===== config.mk =====
export PLATFORM = sky130hd
export DESIGN_NAME = key_debounce
export DESIGN_NICKNAME = d
export VERILOG_FILES = /design/src/rtl/key_debounce.sv
export SDC_FILE = /design/constraint.sdc
export NUM_CORES = 1
export LEC_CHECK = 0
export CAP_MARGIN = 10
export CORE_UTILIZATION = 48
export CTS_CLUSTER_DIAMETER = 200
export DETAILED_ROUTE_END_ITERATION = 12
export PLACE_DENSITY = 0.67
export SLEW_MARGIN = 20
export SYNTH_ARGS = -nofsm -noshare
export SYNTH_HDL_FRONTEND = slang
export SYNTH_SLANG_ARGS = --single-unit

===== constraint.sdc =====
create_clock -name clk -period 2.4 [get_ports clk]
set_input_delay 0.48 -clock clk [delete_from_list [all_inputs] [get_ports clk]]
set_output_delay 0.48 -clock clk [all_outputs]
set_load 0.005 [all_outputs]

===== src/rtl/key_debounce.sv =====
// key_debounce: synchronizes, polarity-normalizes and debounces raw key lines.
// A bit toggles only after its new level holds for STABLE_TICKS prescaler ticks.
module key_debounce #(
    parameter int WIDTH        = 20,
    parameter int TICK_DIV     = 50000,
    parameter int STABLE_TICKS = 8,
    parameter int ACTIVE_LOW   = 1
) (
    input  logic             clk,
    input  logic             reset,
    input  logic [WIDTH-1:0] key_raw,
    output logic [WIDTH-1:0] key_out,
    output logic             key_change
);

    localparam int PW = (TICK_DIV > 1) ? $clog2(TICK_DIV) : 1;
    localparam int CW = $clog2(STABLE_TICKS + 1);
    localparam logic [WIDTH-1:0] IDLE = {WIDTH{ACTIVE_LOW != 0}};
    localparam logic [PW-1:0] PLAST = PW'(TICK_DIV - 1);
    localparam logic [CW-1:0] CLAST = CW'(STABLE_TICKS - 1);

    logic [WIDTH-1:0] sync1;
    logic [WIDTH-1:0] sync2;
    logic [WIDTH-1:0] samp;
    logic [WIDTH-1:0] toggle;
    logic [PW-1:0]    pcnt;
    logic             tick;
    logic [CW-1:0]    cnt [WIDTH];

    assign samp = sync2 ^ IDLE;
    assign tick = (pcnt == PLAST);

    always_comb begin
        toggle = '0;
        for (int i = 0; i < WIDTH; i++) begin
            toggle[i] = (samp[i] != key_out[i]) && tick && (cnt[i] == CLAST);
        end
    end

    // Reset loads the idle pin level so release never looks like a press
    always_ff @(posedge clk) begin
        if (reset) begin
            sync1 <= IDLE;
            sync2 <= IDLE;
        end else begin
            sync1 <= key_raw;
            sync2 <= sync1;
        end
    end

    always_ff @(posedge clk) begin
        if (reset || tick) begin
            pcnt <= '0;
        end else begin
            pcnt <= pcnt + 1'b1;
        end
    end

    always_ff @(posedge clk) begin
        if (reset) begin
            key_out    <= '0;
            key_change <= 1'b0;
            for (int i = 0; i < WIDTH; i++) begin
                cnt[i] <= '0;
            end
        end else begin
            key_out    <= key_out ^ toggle;
            key_change <= |toggle;
            for (int i = 0; i < WIDTH; i++) begin
                if ((samp[i] == key_out[i]) || toggle[i]) begin
                    cnt[i] <= '0;
                end else if (tick) begin
                    cnt[i] <= cnt[i] + 1'b1;
                end
            end
        end
    end

endmodule


### After elaboration in Yosys (flattened, before gate mapping)

Memory sizes are Yosys's and may differ from the RTL's.
Index checks and enable logic that the tools add are counted.
W data, S select, Z words.

* output and inout bits: 21
* input port bits: 22
* logic and storage cells: 355
* memories: 1
* register bits after elaboration: 77
* memory bits (writable): 80

* muxes and demuxes: 163
* bitwise logic cells: 42
* add/sub/neg operators: 21
* reductions and logical operators: 62
* eq/ne operators: 61

Memories
* cnt: words 20, width 4, rd ports 20, clocked after memory_dff 0, write ports 20, line 28 `logic [CW-1:0] cnt [WIDTH];`

Operators by type and width (number)
* $mux W4: 40
* $mux W1: 123
* $add A4 B1 Y4 const B: 20
* $eq A4 B3 Y1 const B: 20
* $logic_and A1 B1 Y1: 40
* $or A1 B1 Y1: 40
* $logic_or A1 B1 Y1: 21
* $eq A1 B1 Y1: 20
* $ne A1 B1 Y1: 20
* $not A20 Y20: 1
* $reduce_or A20 Y1: 1
* $xor A20 B20 Y20: 1
* $add A16 B1 Y16 const B: 1
* $eq A16 B16 Y1 const B: 1

### Longest topological paths before layout

Gate-level depths: netlist of run 1.

* depth after elaboration: 10
* depth in mapped cells: 7
* depth with buffers taken out: 6

### Worst setup path after synthesis of run 1

OpenSTA, ideal clock, no wires.

* path type: reg2reg
* start point: register pcnt[7]
* end point: memory cnt[2][0] in the netlist's numbering, enable pin
* data required time: 2093 ps
* cell stages (with the launch flop): 6
* slack: 282 ps
* path buffers: 1
* arrival time: 1810 ps
* setup time: 307 ps
* clock period less this slack: 2118 ps
* path through: dfxtp_1 > or4_4 > nor4_4 > nor2_1 > clkbuf_1 > nand2_1

RTL lines
* from (decl): line 26 `logic [PW-1:0] pcnt;`
* from (signal assigned): line 55 `pcnt <= pcnt + 1'b1;`
* to (decl): line 28

==> run summary, run 1 <==
The run finished with clean final reports. Fraction of the yosys area taken by sequential cells: 0.577. Row generation in the floorplan step produced 43 rows. The effective utilization at floorplan is 0.492. The worst-case IR drop observed on VDD is 0.535 mV. The transition time of the tightest slew-check pin was 0.604 ns; the via total after detailed routing was 4457.

Counting instances in the post-synthesis netlist gives the leading cell types as 95 x nor2_1, 80 x edfxtp_1, 77 x dfxtp_1. Count of nets after finishing: 724. The analysis attributes to cell leakage a power of 3.03 nW. Setup violations remaining at the end of the flow were counted as 0. The first global-routing pass estimated 20.8 mm of wire.

The netlist uses 40 different library cells. The run gives 0 as the number of antenna violations at the first check in global routing. For the residual overflow from global routing, the log shows 0.

The count of routing violations after the opening detailed-route iteration was 258. For the final max-slew violation count, the log shows 0. Number of buffers created by CTS: 17. In this run the cell area of the synthesized design comes to 6830 µm². The highest-delay cell along the critical path is or4_4. Derived from the worst setup path, the maximum achievable clock frequency is 471 MHz. The kind of end point of the critical path was a register. After detailed routing, the average wire length per cell comes to 14.1 µm. The fraction of final layout cells sized beyond drive strength 1 was 0.135; the count of input and output buffers was 42. Final routed DRC violation total: 0. The kind of cell adding the most delay to the critical path is simple AND/OR/NAND/NOR gates. The die width came out at 121 µm. The required time of the critical path is 2.51 ns. The warning count from the yosys run was 0. Ranked by total cell area, the synthesized netlist is headed by edfxtp_1 35%, dfxtp_1 23%, xor2_1 6.7%, nor2_1 5.2%, xnor2_1 4.4%. Among all cell types in the netlist, the one instantiated most often is nor2_1.

TritonCTS built the clock tree. The number of antenna diodes in the final layout is 0. When the netlist entered floorplanning its net count stood at 667. The worst-case headroom to the max-slew limit is 0.598, and the reg2reg setup slack is 0.28 ns.

The area fraction of the dominant cell type after synthesis was 0.352. The signal on the critical path passes through or4_4 > nor4_4 > buf_4 > or3_1. The number of buffers and inverters on the critical path came out at 1. Synthesis produced 624 cells.

The path class of the tightest hold or removal check is in2reg. The number of hold buffers added after CTS was 0. Of all cell types, the one taking the most synthesized area is edfxtp_1. The minimum clock period is 2.12 ns. The worst clock skew was 0.00607 ns; the total number of H-tree levels was 4.

Clock tree synthesis found a total of 157 sinks. The number of nets still failing antenna checks after routing is 0, and the number of global-route vias before repair is 4473. The synthesized area per cell is 10.9 µm².

On the worst path, the slowest cell contributes a delay of 0.54 ns. After clock tree synthesis, the repair step resized 0 gates. Height of the die: 121 µm. After clock tree synthesis, the clock-pin slew on the worst setup and hold paths is 0.06 ns. Entering global routing, the biggest net connects 40 pins. The number of hold violations in the final report is 0, and the area overhead of the layout relative to synthesis is 18.5%. The tool flagged a number of max-cap violations equal to 0. Leading register cell type out of synthesis: edfxtp_1. The floorplan step defined a die boundary enclosing 14700 µm². Summed over all failing endpoints, the final setup total negative slack is 0 ns.

The run gives 43 as the count of pins on the block boundary. By startpoint and endpoint, the worst setup path is classified as reg2reg. The post-synthesis async set-or-reset flop share came out at 0. The worst-path maximum fanout is 20, and the power per cell area is 714 nW/µm². The final critical-path share of the clock period was 0.885; the global-route total usage across every layer was 0.183.

The pre-antenna-repair detailed-routing pass consisted of 6 iterations. The placeable core region is 13900 µm², and the via count normalized by instance count is 5.10. The number of synthesized flops with an enable pin works out to 80. Placer congestion estimate: 0.805. The cell sitting at the root of the clock tree is a clkbuf_16. The run gives 842 as the cell count after placement. The number of standard cells in the final layout excluding fillers was 874; the data arrival time of the worst path was 2.24 ns. Post-CTS timing repair inserted 0 buffers for setup. Flop and latch count out of synthesis: 157. The worst setup path is launched from a register. At the later pin of the worst-skew pair, clock insertion delay measures 0.42 ns.

Setup repair after global routing left no endpoint under its margin. The overall routed net length is 12.4 mm, and the estimated wirelength of the detail-placed design is 8.49 mm. The number of buffers on the longest clock path is 2.
-- cell usage in the layout (no fill, tap or decap), types with 11 or more instances in the layout --
master           synthesis  routed
nand3b_1                12      12
nand3_1                 29      29
edfxtp_1                80      80
buf_4                    0      11
dfxtp_1                 77      77
ha_1                    21      21
inv_1                   16      16
or3_1                   19      19
or2_2                   40      40
xor2_1                  52      52
nor2_1                  95      95
clkdlybuf4s50_1          0      41
clkbuf_16                0      19
xnor2_1                 34      34
nor3_1                  22      22
nand2_1                 41      41
-- stage by stage --
step | util | power [mW] | hold WS [ns] | worst slack [ns] | area (µm²)
3_5_place_dp | 0.539 | 3.13 | 0.396 | 0.276 | 7480
4_1_cts | 0.583 | 5.83 | 0.335 | 0.272 | 8090
2_1_floorplan | - | 3.06 | 0.389 | 0.282 | 6830
3_3_place_gp | 0.539 | 3.12 | 0.391 | 0.314 | 7480
6_report | 0.583 | 5.78 | 0.347 | 0.277 | 8090
5_1_grt | 0.583 | 5.96 | 0.347 | 0.0878 | 8090
-- path summary, 6_finish.rpt --
path / from / endpoint / cells past startpoint
max: pcnt[7]$_SDFF_PP0_ / cnt[3][4]$_SDFFCE_PN0P_ / 4
max reg2reg: pcnt[7]$_SDFF_PP0_ / cnt[3][4]$_SDFFCE_PN0P_ / 4
min: reset / key_out[11]$_SDFF_PP0_ / 2
min reg2reg: sync1[17]$_SDFF_PP1_ / sync2[17]$_SDFF_PP1_ / 1
-- area by class of cell --
class | instances | area (µm²)
Fill cell | 1167 | 5790
Tap cell | 180 | 225
Clock buffer | 25 | 538
Inverter | 16 | 60.1
Clock inverter | 7 | 72.6
Sequential cell | 157 | 3940
Multi-Input combinational cell | 436 | 2760
Timing Repair Buffer | 53 | 498
-- power by group --
group	internal (mW)	total [mW]	switching [mW]
Sequential	2.87	2.91	0.0401
Clock	1.67	2.70	1.04
Combinational	0.0836	0.161	0.0776
-- kinds of logic (layout without fill, tap and decap cells) --
group | Yosys count | in the layout | synth area share
adder cells (fa/ha/maj) | 21 | 21 | 0.0385
flip-flops | 157 | 157 | 0.577
AND/OR/NAND/NOR | 312 | 312 | 0.241
buffers and inverters | 31 | 101 | 0.0194
AO/OA/AOI/OAI | 17 | 17 | 0.0139
XOR/XNOR | 86 | 86 | 0.110
-- worst reg2reg max path, stage by stage, from the launching register on --
cell     delay, ns
dfxtp_1       0.36
or4_4         0.54
nor4_4        0.32
buf_4         0.33
or3_1         0.26
-- metal layers --
layer	up-vias	wire length, µm	GRT usage
li1	2254	-	-
met5	-	0	0
met3	17	437	0.0493
met1	2105	5870	0.234
met4	0	189	0.0633
met2	81	5870	0.298
-- sequential cells by signal, indices dropped and copies added, names as in the netlist --
signal / cells
cnt: 80
key_out: 20
sync1: 20
sync2: 20
pcnt: 16
key_change: 1
Power figures use the tool's default switching activity.
==> run 2, diff against run 1 <==
REMOVE_ABC_BUFFERS = 1   (was unset)
==> run summary, run 2 (synthesized netlist as in run 1, its figures left out) <==
The register ranked first by flip-flop count is cnt (unchanged). For the number of global-route vias before repair, the log shows 4493 (was 4473). TritonCTS built the clock tree.

Count of standard-cell rows: 43 (unchanged). The cell count after placement came out at 842 (unchanged). The tools report the final setup TNS as 0 ns (unchanged). The global-route wire length before repair is 20.6 mm (was 20.8 mm).

Most common library cell in the layout ignoring fill and taps: nor2_1 (unchanged). The run gives 457 MHz (was 471 MHz) as the highest achievable clock rate. The run gives 0.42 ns (about the same) as the clock insertion delay at the later pin of the skew report. The startpoint of the worst setup timing path was pcnt[0]$_SDFF_PP0_ (was pcnt[7]$_SDFF_PP0_).

Highest-delay cell along the critical path: or2_1 (was or4_4). The flip-flop count of the largest register after layout works out to 80 (unchanged). The category of the critical setup timing path was reg2reg (unchanged).

The worst vdd rail ir drop came out at 0.548 mV (was 0.535 mV). The capturing element of the worst setup path is cnt[3][15]$_SDFFCE_PN0P_ (was cnt[3][4]$_SDFFCE_PN0P_). The number of buffers on the longest clock path is 2 (unchanged), and the setup violation total in the final timing report is 0 (unchanged). The via count normalized by instance count was 5.08 (was 5.10). Kind of launch point of the worst setup path: a register (unchanged).

The worst-path maximum fanout is 16 (was 20). Setup repair after global routing left no endpoint under its margin. The kind of end point of the critical path is a register (unchanged). The number of standard cells in the final layout excluding fillers was 874 (unchanged); the count of pins on the block boundary was 43 (unchanged).

For the final routed DRC violation total, the log shows 0 (unchanged). The average routed wire per standard cell works out to 14.0 µm (was 14.1 µm). For the global-route total usage across every layer, the log shows 0.184 (was 0.183).

Count of input and output buffers: 42 (unchanged). The post-CTS resize count is 0 (unchanged). The logs give 0 (unchanged) for the number of nets still failing antenna checks after routing and 0.21 ns (was 0.28 ns) for the reg2reg setup slack. First-pass iteration count of the detailed router: 4 (was 6). The tools report the startpoint of the worst register-to-register path as pcnt[0]$_SDFF_PP0_ (was pcnt[7]$_SDFF_PP0_).

The via total after detailed routing is 4443 (was 4457). The tools report the number of clock sinks seen by CTS as 157 (unchanged). The number of buffers and inverters on the critical path came out at 0 (was 1). The residual overflow from global routing was 0 (unchanged); the critical path depth was 6 (was 4). The fraction of final layout cells sized beyond drive strength 1 came out at 0.133 (was 0.135). Kind of cell adding the most delay to the critical path: simple AND/OR/NAND/NOR gates (unchanged).

Height of the die: 121 µm (unchanged). The number of cells traversed by the worst register-to-register path is 6 (was 4), and the overall routed net length is 12.3 mm (was 12.4 mm). The run gives 222 (was 258) as the count of routing violations after the opening detailed-route iteration.

The cell at the root of the clock tree is clkbuf_16 (unchanged). For the data arrival time of the worst path, the log shows 2.47 ns (was 2.24 ns). The post-route worst setup slack was 0.211 ns (was 0.277 ns); the required time of the critical path was 2.68 ns (was 2.51 ns). The run gives 3.01 nW (was 3.03 nW) as the total leakage power. The logs give 0 (unchanged) for the antenna cell count and 4 (unchanged) for the total number of H-tree levels. The tools report the worst-case headroom to the max-slew limit as 0.547 (was 0.598). The number of hold violations in the final report was 0 (unchanged); the die outline area was 14700 µm² (unchanged).

Leading cell types in the layout, fill and taps excluded: 95 x nor2_1, 80 x edfxtp_1, 77 x dfxtp_1 (unchanged). Cell chain of the critical path: ha_1 > and3_1 > nand4_1 > or2_1 > or3_1 > nor2_1 (was or4_4 > nor4_4 > buf_4 > or3_1). The placer congestion estimate is 0.777 (was 0.805), and the area overhead of the layout relative to synthesis is 18.2% (was 18.5%). The transition time of the tightest slew-check pin was 0.680 ns (was 0.604 ns). The placeable core region is 13900 µm² (unchanged), and the effective utilization at floorplan is 0.492 (unchanged). Minimum clock period: 2.19 ns (was 2.12 ns). Number of antenna violations at the first check in global routing: 0 (unchanged). The die width came out at 121 µm (unchanged). The classification of the worst-slack hold path is reg2reg (was in2reg). The reg-to-reg critical path endpoint was cnt[3][15]$_SDFFCE_PN0P_ (was cnt[3][4]$_SDFFCE_PN0P_).

The worst clock skew was 0.00751 ns (was 0.00607 ns); the power per cell area was 709 nW/µm² (was 714 nW/µm²). The final critical-path share of the clock period was 0.912 (was 0.885). The count of nets after finishing came out at 724 (unchanged). The flow ran to the end, and the final reports show no timing, DRC or antenna violations. The post-CTS repair timing setup buffer count was 0 (unchanged); the largest stage delay on the critical path was 0.49 ns (was 0.54 ns).

The run gives 0 (unchanged) as the number of buffers added to fix hold violations after cts. The run gives 44 (was 40) as the pin count of the biggest net entering global routing. The final max-slew violation count was 0 (unchanged). The run gives 0.243 ns (was 0.276 ns) as the pre-CTS worst setup slack.

The run gives 8.42 mm (was 8.49 mm) as the estimated wirelength of the detail-placed design. Number of buffers created by CTS: 17 (unchanged). The post-CTS clock slew at the launch and capture registers of the worst setup and hold paths is 0.06 ns (about the same), and the total of max-cap violations is 0 (unchanged).
run 2: layout make-up:
class,count,area (µm²)
Fill cell,1168,5800
Inverter,16,60.1
Multi-Input combinational cell,436,2760
Sequential cell,157,3940
Clock inverter,12,146
Clock buffer,20,437
Timing Repair Buffer,53,510
Tap cell,180,225
run 2: worst register-to-register path, cell delays in order, from the launching register on:
cell     delay [ns]
dfxtp_1        0.35
ha_1           0.24
and3_1         0.21
nand4_1        0.12
or2_1          0.49
or3_1          0.50
nor2_1         0.14
run 2: power by group:
part           switching (mW)  internal [mW]  leakage, nW
clock network            1.02           1.63        0.282
registers              0.0404           2.87         1.59
logic                  0.0773         0.0841         1.14
run 2: metrics by stage:
stage | power (mW) | instance area, µm² | util | hold slack, ns
floorplan | 3.05 | 6760 | - | 0.389
global placement | 3.12 | 7490 | 0.540 | 0.391
detailed placement | 3.13 | 7490 | 0.540 | 0.392
CTS | 5.80 | 8080 | 0.582 | 0.407
global route | 5.94 | 8080 | 0.582 | 0.421
finish | 5.72 | 8080 | 0.582 | 0.406
run 2: metal layers:
| layer | share of wire | GRT usage |
|---|---|---|
| met5 | 0 | 0 |
| met4 | 0.011 | 0.0617 |
| met3 | 0.033 | 0.0644 |
| met2 | 0.49 | 0.310 |
| met1 | 0.47 | 0.218 |
run 2: worst min path at each step:
stage,startpoint,end,slack [ns],cells past startpoint
2_1_floorplan,sync1[0]$_SDFF_PP1_,sync2[0]$_SDFF_PP1_,0.39,1
3_3_place_gp,sync1[5]$_SDFF_PP1_,sync2[5]$_SDFF_PP1_,0.39,1
4_1_cts,sync1[12]$_SDFF_PP1_,sync2[12]$_SDFF_PP1_,0.41,1
6_report,sync1[12]$_SDFF_PP1_,sync2[12]$_SDFF_PP1_,0.41,1
5_1_grt,sync1[5]$_SDFF_PP1_,sync2[5]$_SDFF_PP1_,0.42,1
3_5_place_dp,sync1[12]$_SDFF_PP1_,sync2[12]$_SDFF_PP1_,0.39,1
==> run 3, diff against run 2 <==
CORE_MARGIN = 4   (was unset)
==> run summary, run 3 (synthesized netlist as in run 1, its figures left out) <==
The run finished with clean final reports. The logs give 21.1 mm (was 20.6 mm) for the global-route wire length before repair and 4 (unchanged) for the total number of H-tree levels. The part of the total power dissipated in sequential elements was 0.521 (was 0.509). The logs give 12.4 mm (was 12.3 mm) for the overall routed net length and 724 (unchanged) for the count of nets after finishing. The post-CTS clock slew at the launch and capture registers of the worst setup and hold paths was 0.05 ns (was 0.06 ns); the highest achievable clock rate was 456 MHz (was 457 MHz). The fraction of final layout cells sized beyond drive strength 1 was 0.128 (was 0.133).

Setup repair after global routing left no endpoint under its margin. Highest-delay cell along the critical path: or2_1 (unchanged). The number of buffers and inverters on the critical path was 0 (unchanged). Count of input and output buffers: 42 (unchanged). The net load switching power is 1.12 mW (was 1.14 mW).

Classification of the worst-slack hold path: reg2reg (unchanged). The tools report the kind of end point of the critical path as a register (unchanged). Most common library cell in the layout ignoring fill and taps: nor2_1 (unchanged).

The run gives 0 (unchanged) as the number of nets still failing antenna checks after routing. The logs give 0 (unchanged) for the post-CTS resize count and 0.450 (was 0.463) for the relative contribution of the clock network to total power. The tools report the area of all placed cells without fillers as 8050 µm² (was 8080 µm²). The pre-CTS worst setup slack is 0.246 ns (was 0.243 ns).

TritonCTS built the clock tree. The global-route total usage across every layer was 0.163 (was 0.184). The minimum clock period was 2.19 ns (about the same); the overall power of the completed layout was 5.59 mW (was 5.72 mW). Most used routing layer in global routing: met2 (unchanged). The met3 track utilization from global routing is 0.0443 (was 0.0644), and the final setup TNS is 0 ns (unchanged). Transition time of the tightest slew-check pin: 0.652 ns (was 0.680 ns). The number of antenna violations at the first check in global routing came out at 0 (unchanged). The area overhead of the layout relative to synthesis came out at 17.9% (was 18.2%). The logs give 0 (unchanged) for the number of buffers added to fix hold violations after cts and 0 (unchanged) for the setup violation total in the final timing report. The pin count of the biggest net entering global routing was 73 (was 44); the first-pass iteration count of the detailed router was 4 (unchanged).

The total leakage power is 3.00 nW (was 3.01 nW), and the final critical-path share of the clock period is 0.913 (was 0.912). The required time of the critical path was 2.67 ns (was 2.68 ns); the height of the die was 127 µm (was 121 µm). The placer congestion estimate was 0.821 (was 0.777); the worst clock skew was 0.00797 ns (was 0.00751 ns).

The number of clock sinks seen by CTS was 157 (unchanged). Final routed DRC violation total: 0 (unchanged). The logs give 0.406 ns (about the same) for the final-layout worst hold slack and 0.029 (was 0.028) for the fraction of power consumed by combinational cells. For the placeable core region, the log shows 13900 µm² (about the same). The via count normalized by instance count was 5.06 (was 5.08). The run gives 0.493 mV (was 0.548 mV) as the worst vdd rail ir drop.

For the number of buffers on the longest clock path, the log shows 2 (unchanged). The run gives 312 (was 222) as the count of routing violations after the opening detailed-route iteration. Kind of cell adding the most delay to the critical path: simple AND/OR/NAND/NOR gates (unchanged). The tools report the antenna cell count as 0 (unchanged).

The switching share of power is 0.200 (was 0.199), and the met1 track demand over resource is 0.200 (was 0.218). The effective utilization at floorplan is 0.490 (was 0.492), and the worst-case headroom to the max-slew limit is 0.565 (was 0.547). The number of global-route vias before repair was 4514 (was 4493). The run gives 4422 (was 4443) as the via total after detailed routing. The kind of launch point of the worst setup path is a register (unchanged). For the estimated wirelength of the detail-placed design, the log shows 8.38 mm (was 8.42 mm).

Cell at the root of the clock tree: clkbuf_16 (unchanged). The cell-internal power came out at 4.47 mW (was 4.58 mW). The power per cell area is 694 nW/µm² (was 709 nW/µm²), and the number of fillers in the final layout is 1147 (was 1168).

For the instance area after placement, the log shows 7510 µm² (was 7490 µm²). The total of max-cap violations was 0 (unchanged). The worst-path maximum fanout works out to 16 (unchanged). Leading cell types in the layout, fill and taps excluded: 95 x nor2_1, 80 x edfxtp_1, 77 x dfxtp_1 (unchanged).

The flip-flop count of the largest register after layout was 80 (unchanged). The register ranked first by flip-flop count is cnt (unchanged). The tools report the post-route worst setup slack as 0.209 ns (was 0.211 ns).

The post-CTS repair timing setup buffer count came out at 0 (unchanged). The category of the critical setup timing path is reg2reg (unchanged). The die outline area was 16200 µm² (was 14700 µm²). The data arrival time of the worst path was 2.46 ns (was 2.47 ns).

Count of pins on the block boundary: 43 (unchanged). Cell chain of the critical path: ha_1 > and3_1 > nand4_1 > or2_1 > or3_1 > nor2_1 (unchanged). Clock insertion delay at the later pin of the skew report: 0.42 ns (about the same). The storage element area was 3940 µm² (unchanged); the met2 usage in global routing was 0.275 (was 0.310). The die width is 127 µm (was 121 µm). The largest stage delay on the critical path is 0.48 ns (was 0.49 ns), and the residual overflow from global routing is 0 (unchanged).

The total area of multi-input combinational cells is 2760 µm² (unchanged), and the count of standard-cell rows is 43 (unchanged). The number of buffers created by CTS was 17 (unchanged). The number of hold violations in the final report was 0 (unchanged).

For the final max-slew violation count, the log shows 0 (unchanged). The average routed wire per standard cell is 14.2 µm (was 14.0 µm).
-- run 3: worst reg2reg max path: stages, from the launching register on --
cell and delay, ns:
dfxtp_1 0.35, ha_1 0.23, and3_1 0.22, nand4_1 0.13, or2_1 0.48, or3_1 0.49, nor2_1 0.14
-- run 3: worst paths after layout --
path                                            from                  endpoint  slack [ns]  depth (start not counted)
worst min register to register  sync1[13]$_SDFF_PP1_      sync2[13]$_SDFF_PP1_        0.41                          1
worst min-delay path            sync1[13]$_SDFF_PP1_      sync2[13]$_SDFF_PP1_        0.41                          1
worst max register to register    pcnt[0]$_SDFF_PP0_  cnt[0][15]$_SDFFCE_PN0P_        0.21                          6
worst max-delay path              pcnt[0]$_SDFF_PP0_  cnt[0][15]$_SDFFCE_PN0P_        0.21                          6
-- run 3: layer usage --
metal | vias to the layer above | wire (µm) | part of all wire
li1 | 2256 | - | -
met2 | 80 | 6050 | 0.49
met1 | 2082 | 5740 | 0.46
met5 | - | 0 | 0
met4 | 0 | 75 | 0.0060
met3 | 4 | 567 | 0.046
-- run 3: metrics by stage --
stage | std cells | utilization
after CTS | 874 | 0.578
after global placement | 842 | 0.539
final | 874 | 0.578
after floorplan | 609 | -
after detailed placement | 842 | 0.539
after global routing | 874 | 0.578
-- run 3: final cells by class --
| type | count | area share |
|---|---|---|
| repair buffers | 53 | 0.0650 |
| inverters | 16 | 0.00746 |
| well taps | 180 | 0.0280 |
| flip-flops and latches | 157 | 0.490 |
| clock buffers | 23 | 0.0556 |
| clock inverters | 9 | 0.0120 |
| multi-input cells | 436 | 0.342 |
-- run 3: power by group through the flow --
stage,sequential [mW],combinational [mW],clock [mW]
6_report,2.91,0.163,2.51
5_1_grt,2.92,0.184,2.68
4_1_cts,2.91,0.166,2.57
3_5_place_dp,2.97,0.163,0
3_3_place_gp,2.97,0.159,0
2_1_floorplan,2.96,0.0878,0
